$ cat src/rtl/wbuff_pkg.sv
// Shared types and helpers for the weight-buffer bank filler.
//   fill_state_e : sequencing FSM states
//   NbActiveTaps : taps that can actually be loaded per bank
//   clogb2       : address width for a given word count
//   sat8         : clamp a signed value to the signed 8-bit range
package wbuff_pkg;

  localparam int unsigned NbActiveTaps = 3;

  typedef enum logic [2:0] {
    StIdle,
    StClear,
    StFill,
    StGap,
    StRead,
    StDone
  } fill_state_e;

  // Smallest width able to address n words (at least 1).
  function automatic int unsigned clogb2(input int unsigned n);
    int unsigned r;
    r = 1;
    for (int i = 1; i < 32; i++) begin
      if ((32'd1 << i) < n) r = i + 1;
    end
    return r;
  endfunction

  function automatic logic [7:0] sat8(input logic signed [31:0] x);
    if (x > 32'sd127) return 8'h7f;
    else if (x < -32'sd128) return 8'h80;
    else return x[7:0];
  endfunction

endpackage

$ cat src/rtl/wbuff_bank_filler_if.sv
// Weight stream handshake between the weight DMA (master) and the bank filler (slave).
//   s_valid : master has a word on s_data
//   s_ready : slave accepts the word this cycle
//   s_data  : weight word
interface wbuff_bank_filler_if #(
  parameter int unsigned DataWidth = 16
);
  logic                 s_valid;
  logic                 s_ready;
  logic [DataWidth-1:0] s_data;

  modport master (output s_valid, output s_data, input s_ready);
  modport slave  (input s_valid, input s_data, output s_ready);
endinterface

$ cat src/rtl/wbuff_addr_wrap.sv
// Loadable address counter that wraps at Depth-1 -> 0 (Depth need not be a power of two).
//   clk, rst   : clock, asynchronous active-high reset
//   load_i     : load load_val_i (wins over inc_i)
//   load_val_i : value to load
//   inc_i      : advance by one, modulo Depth
//   addr_o     : current address (registered)
module wbuff_addr_wrap #(
  parameter int unsigned Depth = 72,
  parameter int unsigned Width = 7
) (
  input  logic             clk,
  input  logic             rst,
  input  logic             load_i,
  input  logic [Width-1:0] load_val_i,
  input  logic             inc_i,
  output logic [Width-1:0] addr_o
);

  logic [Width-1:0] addr_q, addr_d;

  always_comb begin
    addr_d = addr_q;
    if (load_i) begin
      addr_d = load_val_i;
    end else if (inc_i) begin
      addr_d = (addr_q == Width'(Depth - 1)) ? '0 : addr_q + Width'(1);
    end
  end

  always_ff @(posedge clk or posedge rst) begin
    if (rst) addr_q <= '0;
    else     addr_q <= addr_d;
  end

  assign addr_o = addr_q;

endmodule

$ cat src/rtl/wbuff_bank_filler.sv
// Fills one weight-buffer bank: writes a valid/ready weight stream into the bank SRAM
// (active-low strobes), then issues SRAM reads and one-hot tap-load enables so the bank's
// weight registers capture the first taps of the job.
// Ports:
//   clk, rst            : clock, asynchronous active-high reset
//   start_i             : begin a job (ignored while busy_o)
//   cfg_base_addr_i     : first SRAM address of the job
//   cfg_len_i           : words to write
//   cfg_ntaps_i         : taps to load (clamped to NbActiveTaps)
//   s_if                : weight stream (slave side)
//   w_addr_o, buffer_data_in_o, buffer_wen_o : SRAM write port, strobe active-low
//   r_addr_o, buffer_ren_o                   : SRAM read port, strobe active-low
//   weight_load_en_o    : one-hot tap capture enable
//   clear_all_wregs_o   : clears the bank weight registers
//   busy_o, done_o      : job active / one-cycle completion pulse
// Build option: define WBUFF_FILL_SAT8_EN to saturate incoming words to signed 8 bits.
module wbuff_bank_filler
  import wbuff_pkg::*;
#(
  parameter int unsigned BufferDepth     = 72,
  parameter int unsigned BufferWidth     = 16,
  parameter int unsigned BufferAddrWidth = clogb2(BufferDepth),
  parameter int unsigned NbTaps          = 11
) (
  input  logic                       clk,
  input  logic                       rst,
  input  logic                       start_i,
  input  logic [BufferAddrWidth-1:0] cfg_base_addr_i,
  input  logic [BufferAddrWidth:0]   cfg_len_i,
  input  logic [3:0]                 cfg_ntaps_i,
  wbuff_bank_filler_if.slave         s_if,
  output logic [BufferAddrWidth-1:0] w_addr_o,
  output logic [BufferWidth-1:0]     buffer_data_in_o,
  output logic                       buffer_wen_o,
  output logic [BufferAddrWidth-1:0] r_addr_o,
  output logic                       buffer_ren_o,
  output logic [NbTaps-1:0]          weight_load_en_o,
  output logic                       clear_all_wregs_o,
  output logic                       busy_o,
  output logic                       done_o
);

  localparam int unsigned Aw         = BufferAddrWidth;
  localparam logic [3:0]  MaxTaps    = 4'(NbActiveTaps);
  localparam logic [NbTaps-1:0] TapMask = NbTaps'((1 << NbActiveTaps) - 1);

  fill_state_e state_q, state_d;

  logic [Aw-1:0]          base_q;
  logic [Aw:0]            len_q, cnt_q, cnt_d;
  logic [3:0]             ntaps_q, tap_q, tap_d;
  logic                   beat, cfg_en;
  logic                   w_load, w_inc, r_load, r_inc;
  logic [BufferWidth-1:0] beat_data;

  logic                   wen_q, ren_q, clear_q, busy_q, done_q;
  logic [BufferWidth-1:0] wdata_q;
  logic [NbTaps-1:0]      load_en_q;

  assign s_if.s_ready = (state_q == StFill);
  assign beat         = s_if.s_valid && s_if.s_ready;
  assign cfg_en       = (state_q == StIdle) && start_i;

`ifdef WBUFF_FILL_SAT8_EN
  logic [7:0] sat_byte;
  assign sat_byte  = sat8(32'(signed'(s_if.s_data)));
  assign beat_data = {{(BufferWidth - 8){sat_byte[7]}}, sat_byte};
`else
  assign beat_data = s_if.s_data;
`endif

  always_comb begin
    state_d = state_q;
    cnt_d   = cnt_q;
    tap_d   = tap_q;
    w_load  = 1'b0;
    w_inc   = 1'b0;
    r_load  = 1'b0;
    r_inc   = 1'b0;
    unique case (state_q)
      StIdle: if (start_i) state_d = StClear;
      StClear: begin
        cnt_d = '0;
        if (len_q != '0) begin
          state_d = StFill;
        end else if (ntaps_q != '0) begin
          state_d = StRead;
          r_load  = 1'b1;
          tap_d   = '0;
        end else begin
          state_d = StDone;
        end
      end
      StFill: begin
        if (beat) begin
          cnt_d  = cnt_q + 1'b1;
          // First beat seeds the write counter with the base; later beats advance it.
          w_load = (cnt_q == '0);
          w_inc  = (cnt_q != '0);
          if (cnt_q + 1'b1 == len_q) state_d = (ntaps_q != '0) ? StGap : StDone;
        end
      end
      // Final write strobe is on the bus this cycle; reads start next cycle.
      StGap: begin
        state_d = StRead;
        r_load  = 1'b1;
        tap_d   = '0;
      end
      StRead: begin
        if (tap_q == ntaps_q - 4'd1) begin
          state_d = StDone;
        end else begin
          r_inc = 1'b1;
          tap_d = tap_q + 4'd1;
        end
      end
      StDone:  state_d = StIdle;
      default: state_d = StIdle;
    endcase
  end

  always_ff @(posedge clk or posedge rst) begin
    if (rst) begin
      state_q <= StIdle;
      cnt_q   <= '0;
      tap_q   <= '0;
      base_q  <= '0;
      len_q   <= '0;
      ntaps_q <= '0;
    end else begin
      state_q <= state_d;
      cnt_q   <= cnt_d;
      tap_q   <= tap_d;
      if (cfg_en) begin
        base_q  <= cfg_base_addr_i;
        len_q   <= cfg_len_i;
        ntaps_q <= (cfg_ntaps_i > MaxTaps) ? MaxTaps : cfg_ntaps_i;
      end
    end
  end

  // Registered outputs; load enable trails its SRAM read by one cycle (read data latency).
  always_ff @(posedge clk or posedge rst) begin
    if (rst) begin
      wen_q     <= 1'b1;
      ren_q     <= 1'b1;
      wdata_q   <= '0;
      load_en_q <= '0;
      clear_q   <= 1'b0;
      busy_q    <= 1'b0;
      done_q    <= 1'b0;
    end else begin
      wen_q     <= !beat;
      ren_q     <= (state_d != StRead);
      if (beat) wdata_q <= beat_data;
      load_en_q <= (state_q == StRead) ? ((NbTaps'(1) << tap_q) & TapMask) : '0;
      clear_q   <= (state_d == StClear);
      busy_q    <= (state_d != StIdle);
      done_q    <= (state_d == StDone);
    end
  end

  wbuff_addr_wrap #(
    .Depth (BufferDepth),
    .Width (Aw)
  ) u_waddr (
    .clk        (clk),
    .rst        (rst),
    .load_i     (w_load),
    .load_val_i (base_q),
    .inc_i      (w_inc),
    .addr_o     (w_addr_o)
  );

  wbuff_addr_wrap #(
    .Depth (BufferDepth),
    .Width (Aw)
  ) u_raddr (
    .clk        (clk),
    .rst        (rst),
    .load_i     (r_load),
    .load_val_i (base_q),
    .inc_i      (r_inc),
    .addr_o     (r_addr_o)
  );

  assign buffer_wen_o      = wen_q;
  assign buffer_ren_o      = ren_q;
  assign buffer_data_in_o  = wdata_q;
  assign weight_load_en_o  = load_en_q;
  assign clear_all_wregs_o = clear_q;
  assign busy_o            = busy_q;
  assign done_o            = done_q;

endmodule

$ cat src/flat_wrapper.sv
// flat-port wrapper written by rule: the top's interface ports become plain ports
module wbuff_bank_filler_flat import wbuff_pkg::*;
#(
  parameter int unsigned BufferDepth     = 72,
  parameter int unsigned BufferWidth     = 16,
  parameter int unsigned BufferAddrWidth = clogb2(BufferDepth),
  parameter int unsigned NbTaps          = 11
)
  (clk, rst, start_i, cfg_base_addr_i, cfg_len_i, cfg_ntaps_i, w_addr_o, buffer_data_in_o, buffer_wen_o, r_addr_o, buffer_ren_o, weight_load_en_o, clear_all_wregs_o, busy_o, done_o, s_if_s_valid, s_if_s_data, s_if_s_ready);
  wbuff_bank_filler_if #(.DataWidth(16)) s_if_i ();
  input  logic clk;
  input  logic rst;
  input  logic start_i;
  input  logic [BufferAddrWidth-1:0] cfg_base_addr_i;
  input  logic [BufferAddrWidth:0] cfg_len_i;
  input  logic [3:0] cfg_ntaps_i;
  output logic [BufferAddrWidth-1:0] w_addr_o;
  output logic [BufferWidth-1:0] buffer_data_in_o;
  output logic buffer_wen_o;
  output logic [BufferAddrWidth-1:0] r_addr_o;
  output logic buffer_ren_o;
  output logic [NbTaps-1:0] weight_load_en_o;
  output logic clear_all_wregs_o;
  output logic busy_o;
  output logic done_o;
  input wire logic [$bits(s_if_i.s_valid)-1:0] s_if_s_valid;
  input wire logic [$bits(s_if_i.s_data)-1:0] s_if_s_data;
  output wire logic [$bits(s_if_i.s_ready)-1:0] s_if_s_ready;
  assign s_if_i.s_valid = s_if_s_valid;
  assign s_if_i.s_data = s_if_s_data;
  assign s_if_s_ready = s_if_i.s_ready;
  wbuff_bank_filler #(.BufferDepth(BufferDepth), .BufferWidth(BufferWidth), .BufferAddrWidth(BufferAddrWidth), .NbTaps(NbTaps)) u_core (.clk(clk), .rst(rst), .start_i(start_i), .cfg_base_addr_i(cfg_base_addr_i), .cfg_len_i(cfg_len_i), .cfg_ntaps_i(cfg_ntaps_i), .s_if(s_if_i), .w_addr_o(w_addr_o), .buffer_data_in_o(buffer_data_in_o), .buffer_wen_o(buffer_wen_o), .r_addr_o(r_addr_o), .buffer_ren_o(buffer_ren_o), .weight_load_en_o(weight_load_en_o), .clear_all_wregs_o(clear_all_wregs_o), .busy_o(busy_o), .done_o(done_o));
endmodule
$ cat config.mk
export PLATFORM = sky130hd
export DESIGN_NAME = wbuff_bank_filler_flat
export DESIGN_NICKNAME = d
export VERILOG_FILES = /design/src/rtl/wbuff_pkg.sv /design/src/rtl/wbuff_bank_filler_if.sv /design/src/rtl/wbuff_addr_wrap.sv /design/src/rtl/wbuff_bank_filler.sv /design/src/flat_wrapper.sv
export SDC_FILE = /design/constraint.sdc
export NUM_CORES = 1
export LEC_CHECK = 0
export BUFFER_PORTS_ARGS = -buffer_cell sky130_fd_sc_hd__buf_2
export CORE_ASPECT_RATIO = 1.75
export CORE_MARGIN = 4
export CORE_UTILIZATION = 47
export CTS_CLUSTER_DIAMETER = 150
export CTS_CLUSTER_SIZE = 40
export DETAILED_ROUTE_END_ITERATION = 16
export GPL_TIMING_DRIVEN = 1
export PLACE_DENSITY = 0.71
export SYNTH_ARGS = -nofsm -noshare
export SYNTH_HDL_FRONTEND = slang
export SYNTH_SLANG_ARGS = --single-unit
$ cat constraint.sdc
create_clock -name clk -period 4.19 [get_ports clk]
set_input_delay 0.419 -clock clk [delete_from_list [all_inputs] [get_ports clk]]
set_output_delay 0.419 -clock clk [all_outputs]
set_load 0.02 [all_outputs]
==> results.sh, run 1 <==
export IMPL_min_period_ps=2392
export IMPL_cts_root_buf="clkbuf_16"
export IMPL_avgSynthCellArea_um2=9.867
export IMPL_final_setup_tns_ps=0
export IMPL_rsz0062_at_grt="false"
export IMPL_clk_latency_ps=330
export IMPL_synthSimpleGateAreaFrac=0.1956
export IMPL_cts_hold_fix_buffers=0
export IMPL_vias=2966
export IMPL_synthMuxAreaShare=0.05363
export IMPL_grt_overflow_total=0
export IMPL_cts_tree="built"
export IMPL_port_buffers=77
export IMPL_p_int_mw=1.816
export IMPL_cp_top_family="simple AND/OR/NAND/NOR gates"
export IMPL_clock_sinks=72
export IMPL_layout_drive_gt1_share=0.2715
export IMPL_crit_arrival_ps=2590
export IMPL_slowest_stage="dfrtp_1"
export IMPL_min_path_type="in2reg"
export IMPL_place_ws_ps=1833
export IMPL_r2r_start="u_core.state_q[0]$_DFF_PP0_"
export IMPL_holdCritStartpoint="s_if_s_data[9]"
export IMPL_async_reset_ff_frac=1.000
export IMPL_wl_met3_um=486
export IMPL_drt_met1_wl_mm=3.333
export IMPL_syn_instance_count=376
export IMPL_clockPowerShare=0.236
export IMPL_grt_max_degree=44
export IMPL_powerDensity_nw_per_um2=671.9
export IMPL_synthAdderAreaFrac=0.02361
export IMPL_startpoint="u_core.state_q[0]$_DFF_PP0_"
export IMPL_ys_flop_type="dfrtp_1"
export IMPL_first_iter_violations=150
export IMPL_tightest_slew_ps=943.1
export IMPL_maxSlewViolCount=0
export IMPL_cts_buffers=9
export IMPL_status="complete, no violations"
export IMPL_synth_top_family_by_area="simple AND/OR/NAND/NOR gates"
export IMPL_synthTopCellsByArea="dfrtp_1 47%, nand2_1 6.5%, mux2_2 4.6%"
export IMPL_finalWorstSetupSlack_ps=1798
export IMPL_n_antenna_cell=0
export IMPL_synth_xor_area_frac=0.05194
export IMPL_fin_crit_sh=0.5709
export IMPL_grt_antenna_before_repair=0
export IMPL_grt_first_pass_wirelength_mm=14.12
export IMPL_cpPeakStageDelay_ps=530
export IMPL_p_seq_frac=0.396
export IMPL_synth_edff_count=0
export IMPL_crit_required_ps=4390
export IMPL_ios=86
export IMPL_wl_per_cell_um=15.76
export IMPL_fp_dieW_um=75.16
export IMPL_cts_resized=0
export IMPL_startpoint_type="flop"
export IMPL_cts_setup_buffers=0
export IMPL_gp_congestion=0.9025
export IMPL_hpwl_mm=6.192
export IMPL_synth_area_um2=3710
export IMPL_ys_warn_count=0
export IMPL_slew_headroom=0.3703
export IMPL_grt_usage=0.1942
export IMPL_max_cap_violations=0
export IMPL_synth_compound_area_share=0.1342
export IMPL_dieArea_um2=9435
export IMPL_timing_fmax_mhz=418.0
export IMPL_final_nets=494
export IMPL_wl_met2_mm=4.502
export IMPL_drt_pass1_iterations=4
export IMPL_core_area_um2=7620
export IMPL_switching_power_mw=1.150
export IMPL_routed_via_density=5.482
export IMPL_drc=0
export IMPL_finalSetupViolations=0
export IMPL_cts_htree_levels=3
export IMPL_pwr_share_comb=0.368
export IMPL_path_class="reg2reg"
export IMPL_finalHoldViolations=0
export IMPL_ys_seq_elements=72
export IMPL_ys_seq_area_frac=0.4863
export IMPL_ir_drop_mv=0.3462
export IMPL_power_total_mw=2.966
export IMPL_worstPathMaxFanout=36
export IMPL_worstPathCellList="nor4bb_4, buf_4, inv_2, nor3_1, o211ai_1, a211oi_1, o21ai_0"
export IMPL_die_y_um=125.5
export IMPL_top_layer_used="met4"
export IMPL_floorplan_initialDensity=0.4869
export IMPL_swShare=0.3877
export IMPL_std_cell_rows=42
export IMPL_clk_path_buf_depth=2
export IMPL_crit_buf_inv=2
export IMPL_area_delta_synth_final_pct=18.99
export IMPL_end_kind="flop"
export IMPL_first_global_vias=2998
export IMPL_clk_pin_slew_ps=50
export IMPL_netlist_top_cell_by_area="dfrtp_1"
export IMPL_clock_skew_final_ps=3.891
export IMPL_drtAntennaViolNets=0
export IMPL_p_leak_nw=2.125
export IMPL_drt_wl_total_mm=8.528
export IMPL_yosys_cell_types_count=64
export IMPL_synth_top_cell_area_share=0.4722
[sequential cells by signal, indices dropped and copies added (netlist names)]
signal,cells
u_core.buffer_ren_o,1
u_core.base_q,7
u_core.weight_load_en_o,3
u_core.len_q,8
u_core.buffer_wen_o,1
u_core.ntaps_q,4
u_core.tap_q,4
u_core.u_raddr.addr_o,7
u_core.buffer_data_in_o,16
u_core.u_waddr.addr_o,7
u_core.done_o,1
u_core.cnt_q,8
u_core.busy_o,1
u_core.clear_all_wregs_o,1
u_core.state_q,3
[cell families after synthesis]
group | after synthesis
DFF | 72
and+or+nand+nor | 143
AOI/OAI and AO/OA | 75
adders and majority gates | 7
buffers and inverters | 42
muxes | 18
xor gates and xnor gates | 18
other | 1
[placed cells by master (no fill, tap or decap), drive strengths merged, types with 7 or more instances in the layout]
cell type / instances
xor2: 8
o21ai: 23
buf: 81
nor2: 16
nand3: 13
a21oi: 12
clkbuf: 16
nand2: 64
ha: 7
nor4: 7
mux2: 15
inv: 15
dfrtp: 70
xnor2: 8
conb: 8
[final timing paths]
| kind | endpoint | slack [ps] | cells past startpoint |
|---|---|---|---|
| max in group asynchronous | u_core.busy_o$_DFF_PP0_ | 2960 | 3 |
| max reg2reg | u_core.state_q[1]$_DFF_PP0_ | 1800 | 7 |
| min | u_core.buffer_data_in_o[9]$_DFFE_PP0P_ | 280 | 3 |
| max | u_core.state_q[1]$_DFF_PP0_ | 1800 | 7 |
| min reg2reg | u_core.buffer_data_in_o[10]$_DFFE_PP0P_ | 460 | 2 |
| min in group asynchronous | u_core.buffer_data_in_o[4]$_DFFE_PP0P_ | 290 | 2 |
[metal layers]
layer / up-vias / track usage
met5: - / 0
met4: 0 / 0.09475
met3: 15 / 0.03936
met2: 81 / 0.3350
met1: 1415 / 0.2192
li1: 1455 / -
[tightest hold or removal path: stages]
cell	delay, ps
buf_2	70
nand2_1	40
nand2_1	40
[cell usage after synthesis, types with 4 or more instances]
cell type and count:
ha_1 7, buf_4 9, nor4_1 6, o31ai_1 5, inv_1 14, a31oi_1 4, nand2_1 64, dfrtp_1 70
xnor2_1 7, a21oi_1 12, buf_2 6, nand3_1 11, nor3_1 6, o21ai_0 22, mux2_2 15, xor2_1 8
nor2_1 16, o22ai_1 4, and3_1 6, o211ai_1 6, nor2b_1 5, clkbuf_1 12
[cell type report]
type	instances	area (um2)
Clock buffer	16	271.5
Timing Repair Buffer	81	415.4
Sequential cell	72	1804
Inverter	15	56.30
Tap cell	88	110.1
Multi-Input combinational cell	269	1757
Fill cell	684	3206
[power groups by stage]
stage / sequential, mW / clock [mW] / combinational (mW)
after floorplan: 1.24 / 0 / 0.703
after global placement: 1.18 / 0 / 1.08
after detailed placement: 1.18 / 0 / 1.10
after CTS: 1.18 / 0.723 / 1.10
after global routing: 1.21 / 0.751 / 1.21
final: 1.17 / 0.701 / 1.09
[metrics by stage]
stage | utilization | cell area (um2) | cells | hold WS [ps]
2_1_floorplan | - | 3736 | 383 | 467.0
3_5_place_dp | 0.5437 | 4143 | 525 | 457.4
3_3_place_gp | 0.5437 | 4143 | 525 | 457.7
6_report | 0.5793 | 4414 | 541 | 275.0
4_1_cts | 0.5793 | 4414 | 541 | 261.4
5_1_grt | 0.5793 | 4414 | 541 | 275.4
Power figures use the tool's default switching activity.
==> run 2: changes to the inputs <==
==> constraint.sdc (replaced) <==
create_clock -name clk -period 2.22 [get_ports clk]
set_input_delay 0.222 -clock clk [delete_from_list [all_inputs] [get_ports clk]]
set_output_delay 0.222 -clock clk [all_outputs]
set_load 0.02 [all_outputs]
==> run 2 against run 1 <==
Global-route usage grew 0.21 points; routed wire length grew 1.2%; maximum frequency grew 16%; worst hold slack lost 210 ps; power grew 99%; clock skew grew 7.6 ps; sequential share of layout area shrank 1.7 points; design area grew 4.2%; first-iteration DRC count grew 15%; sequential cell count is the same; largest power group is now combinational cells.
==> results.sh, run 2 (synthesis results as in run 1) <==
export IMPL_status="complete, no violations"
export IMPL_p_seq_frac=0.370
export IMPL_p_int_mw=3.583
export IMPL_grt_antenna_before_repair=0
export IMPL_place_area_um2=4258
export IMPL_die_y_um=125.5
export IMPL_grt_overflow_total=0
export IMPL_wl_per_cell_um=15.57
export IMPL_grt_usage=0.1963
export IMPL_rrSetupSlack_ps=170
export IMPL_num_fill_cells=648
export IMPL_layout_drive_gt1_share=0.3047
export IMPL_p_leak_nw=2.223
export IMPL_layout_commonest_cell="buf_2"
export IMPL_n_antenna_cell=0
export IMPL_path_class="reg2reg"
export IMPL_finalHoldViolations=0
export IMPL_end_kind="flop"
export IMPL_r2r_end="u_core.u_waddr.addr_o[0]$_DFFE_PP0P_"
export IMPL_timing_fmax_mhz=486.8
export IMPL_slew_headroom=0.6301
export IMPL_first_iter_violations=172
export IMPL_grt_max_degree=55
export IMPL_drt_wl_total_mm=8.628
export IMPL_routed_via_density=5.426
export IMPL_std_cell_rows=42
export IMPL_switching_power_mw=2.331
export IMPL_dieArea_um2=9435
export IMPL_min_path_type="in2reg"
export IMPL_crit_required_ps=2430
export IMPL_r2r_start="u_core.cnt_q[1]$_DFFE_PP0P_"
export IMPL_area_delta_synth_final_pct=24.01
export IMPL_pwr_share_comb=0.373
export IMPL_holdCritStartpoint="s_if_s_data[6]"
export IMPL_layout_common_cells="77 x buf_2, 70 x dfrtp_1, 64 x nand2_1"
export IMPL_clock_skew_final_ps=11.45
export IMPL_largest_reg_flops=16
export IMPL_fp_dieW_um=75.16
export IMPL_clk_pin_slew_ps=60
export IMPL_clk_path_buf_depth=2
export IMPL_swShare=0.3942
export IMPL_rsz0062_at_grt="false"
export IMPL_worstPathMaxFanout=5
export IMPL_power_total_mw=5.915
export IMPL_gp_congestion=0.8698
export IMPL_maxSlewViolCount=0
export IMPL_drt_pass1_iterations=4
export IMPL_cts_htree_levels=3
export IMPL_finalSetupViolations=0
export IMPL_startpoint_type="flop"
export IMPL_powerDensity_nw_per_um2=1286
export IMPL_final_nets=507
export IMPL_ios=86
export IMPL_cts_root_buf="clkbuf_16"
export IMPL_first_global_vias=2982
export IMPL_reg2regPathDepth=7
export IMPL_drtAntennaViolNets=0
export IMPL_hpwl_mm=6.358
export IMPL_cts_buffers=9
export IMPL_max_cap_violations=0
export IMPL_hold_depth=3
export IMPL_drc=0
export IMPL_port_buffers=77
export IMPL_final_setup_tns_ps=0
export IMPL_final_util=0.6038
export IMPL_crit_arrival_ps=2270
export IMPL_floorplan_initialDensity=0.4869
export IMPL_core_area_um2=7620
export IMPL_clock_sinks=72
export IMPL_clk_latency_ps=350
export IMPL_hold_path_end="u_core.buffer_data_in_o[6]$_DFFE_PP0P_"
export IMPL_fin_crit_sh=0.9254
export IMPL_cts_tree="built"
export IMPL_grt_first_pass_wirelength_mm=14.05
export IMPL_cts_setup_buffers=0
export IMPL_postLayoutCellArea_um2=4601
export IMPL_tightest_slew_ps=549.8
export IMPL_vias=3006
export IMPL_min_period_ps=2054
export IMPL_clockPowerShare=0.257
export IMPL_ir_drop_mv=0.6634
==> run 2: stage by stage <==
stage               setup WS [ps]  instances  hold WS, ps
finish                      165.6        554        67.97
global route                5.937        554        71.05
CTS                         87.53        554        57.57
detailed placement          115.4        537        236.4
global placement            186.4        537        242.0
floorplan                   176.4        383        327.4
==> run 2: worst max-delay path: stages, from the launching register on <==
cell and delay [ps]:
dfrtp_1 410, inv_1 110, ha_1 160, or4b_1 510, nor4_4 220, nor2_1 180, a221oi_2 280, a21oi_1 70
==> run 2: timing repair <==
item | CTS | global route
endpoints found under the hold margin | 18 | 0
gates resized for setup | 0 | 3
hold buffers | 1 | 0
endpoints found under the setup margin | 0 | 2
==> run 2: how the worst max path moves through the flow <==
stage,start,end,slack [ps],depth (start not counted)
finish,u_core.cnt_q[1]$_DFFE_PP0P_,u_core.u_waddr.addr_o[0]$_DFFE_PP0P_,170,7
global route,u_core.cnt_q[1]$_DFFE_PP0P_,u_core.u_waddr.addr_o[0]$_DFFE_PP0P_,6,7
CTS,u_core.cnt_q[1]$_DFFE_PP0P_,u_core.u_waddr.addr_o[0]$_DFFE_PP0P_,90,7
detailed placement,u_core.cnt_q[1]$_DFFE_PP0P_,u_core.u_waddr.addr_o[1]$_DFFE_PP0P_,120,7
global placement,u_core.cnt_q[1]$_DFFE_PP0P_,u_core.u_waddr.addr_o[0]$_DFFE_PP0P_,190,7
floorplan,rst,u_core.base_q[0]$_DFFE_PP0P_,180,1
==> run 2: layer usage <==
metal,global-route usage,vias to the layer above,part of all wire
li1,-,1474,-
met1,0.2174,1413,0.38
met3,0.03213,23,0.058
met4,0.1349,0,0.036
met5,0,-,0
met2,0.3284,96,0.53
==> run 2: power by group through the flow <==
stage	sequential (mW)	combinational, mW	clock (mW)
after floorplan	2.34	1.33	0
after CTS	2.18	2.19	1.55
after detailed placement	2.20	2.17	0
after global placement	2.19	2.12	0
after global routing	2.26	2.44	1.61
final	2.19	2.21	1.52
==> run 2: area by class of cell <==
cell class,count,area [um2],area share
tap,88,110.1,0.02393
clock buffer,9,225.2,0.04895
timing repair buffer,94,540.5,0.1175
multi-input combinational,269,1778,0.3865
clock inverter,7,86.33,0.01877
inverter,15,56.30,0.01224
sequential,72,1804,0.3922
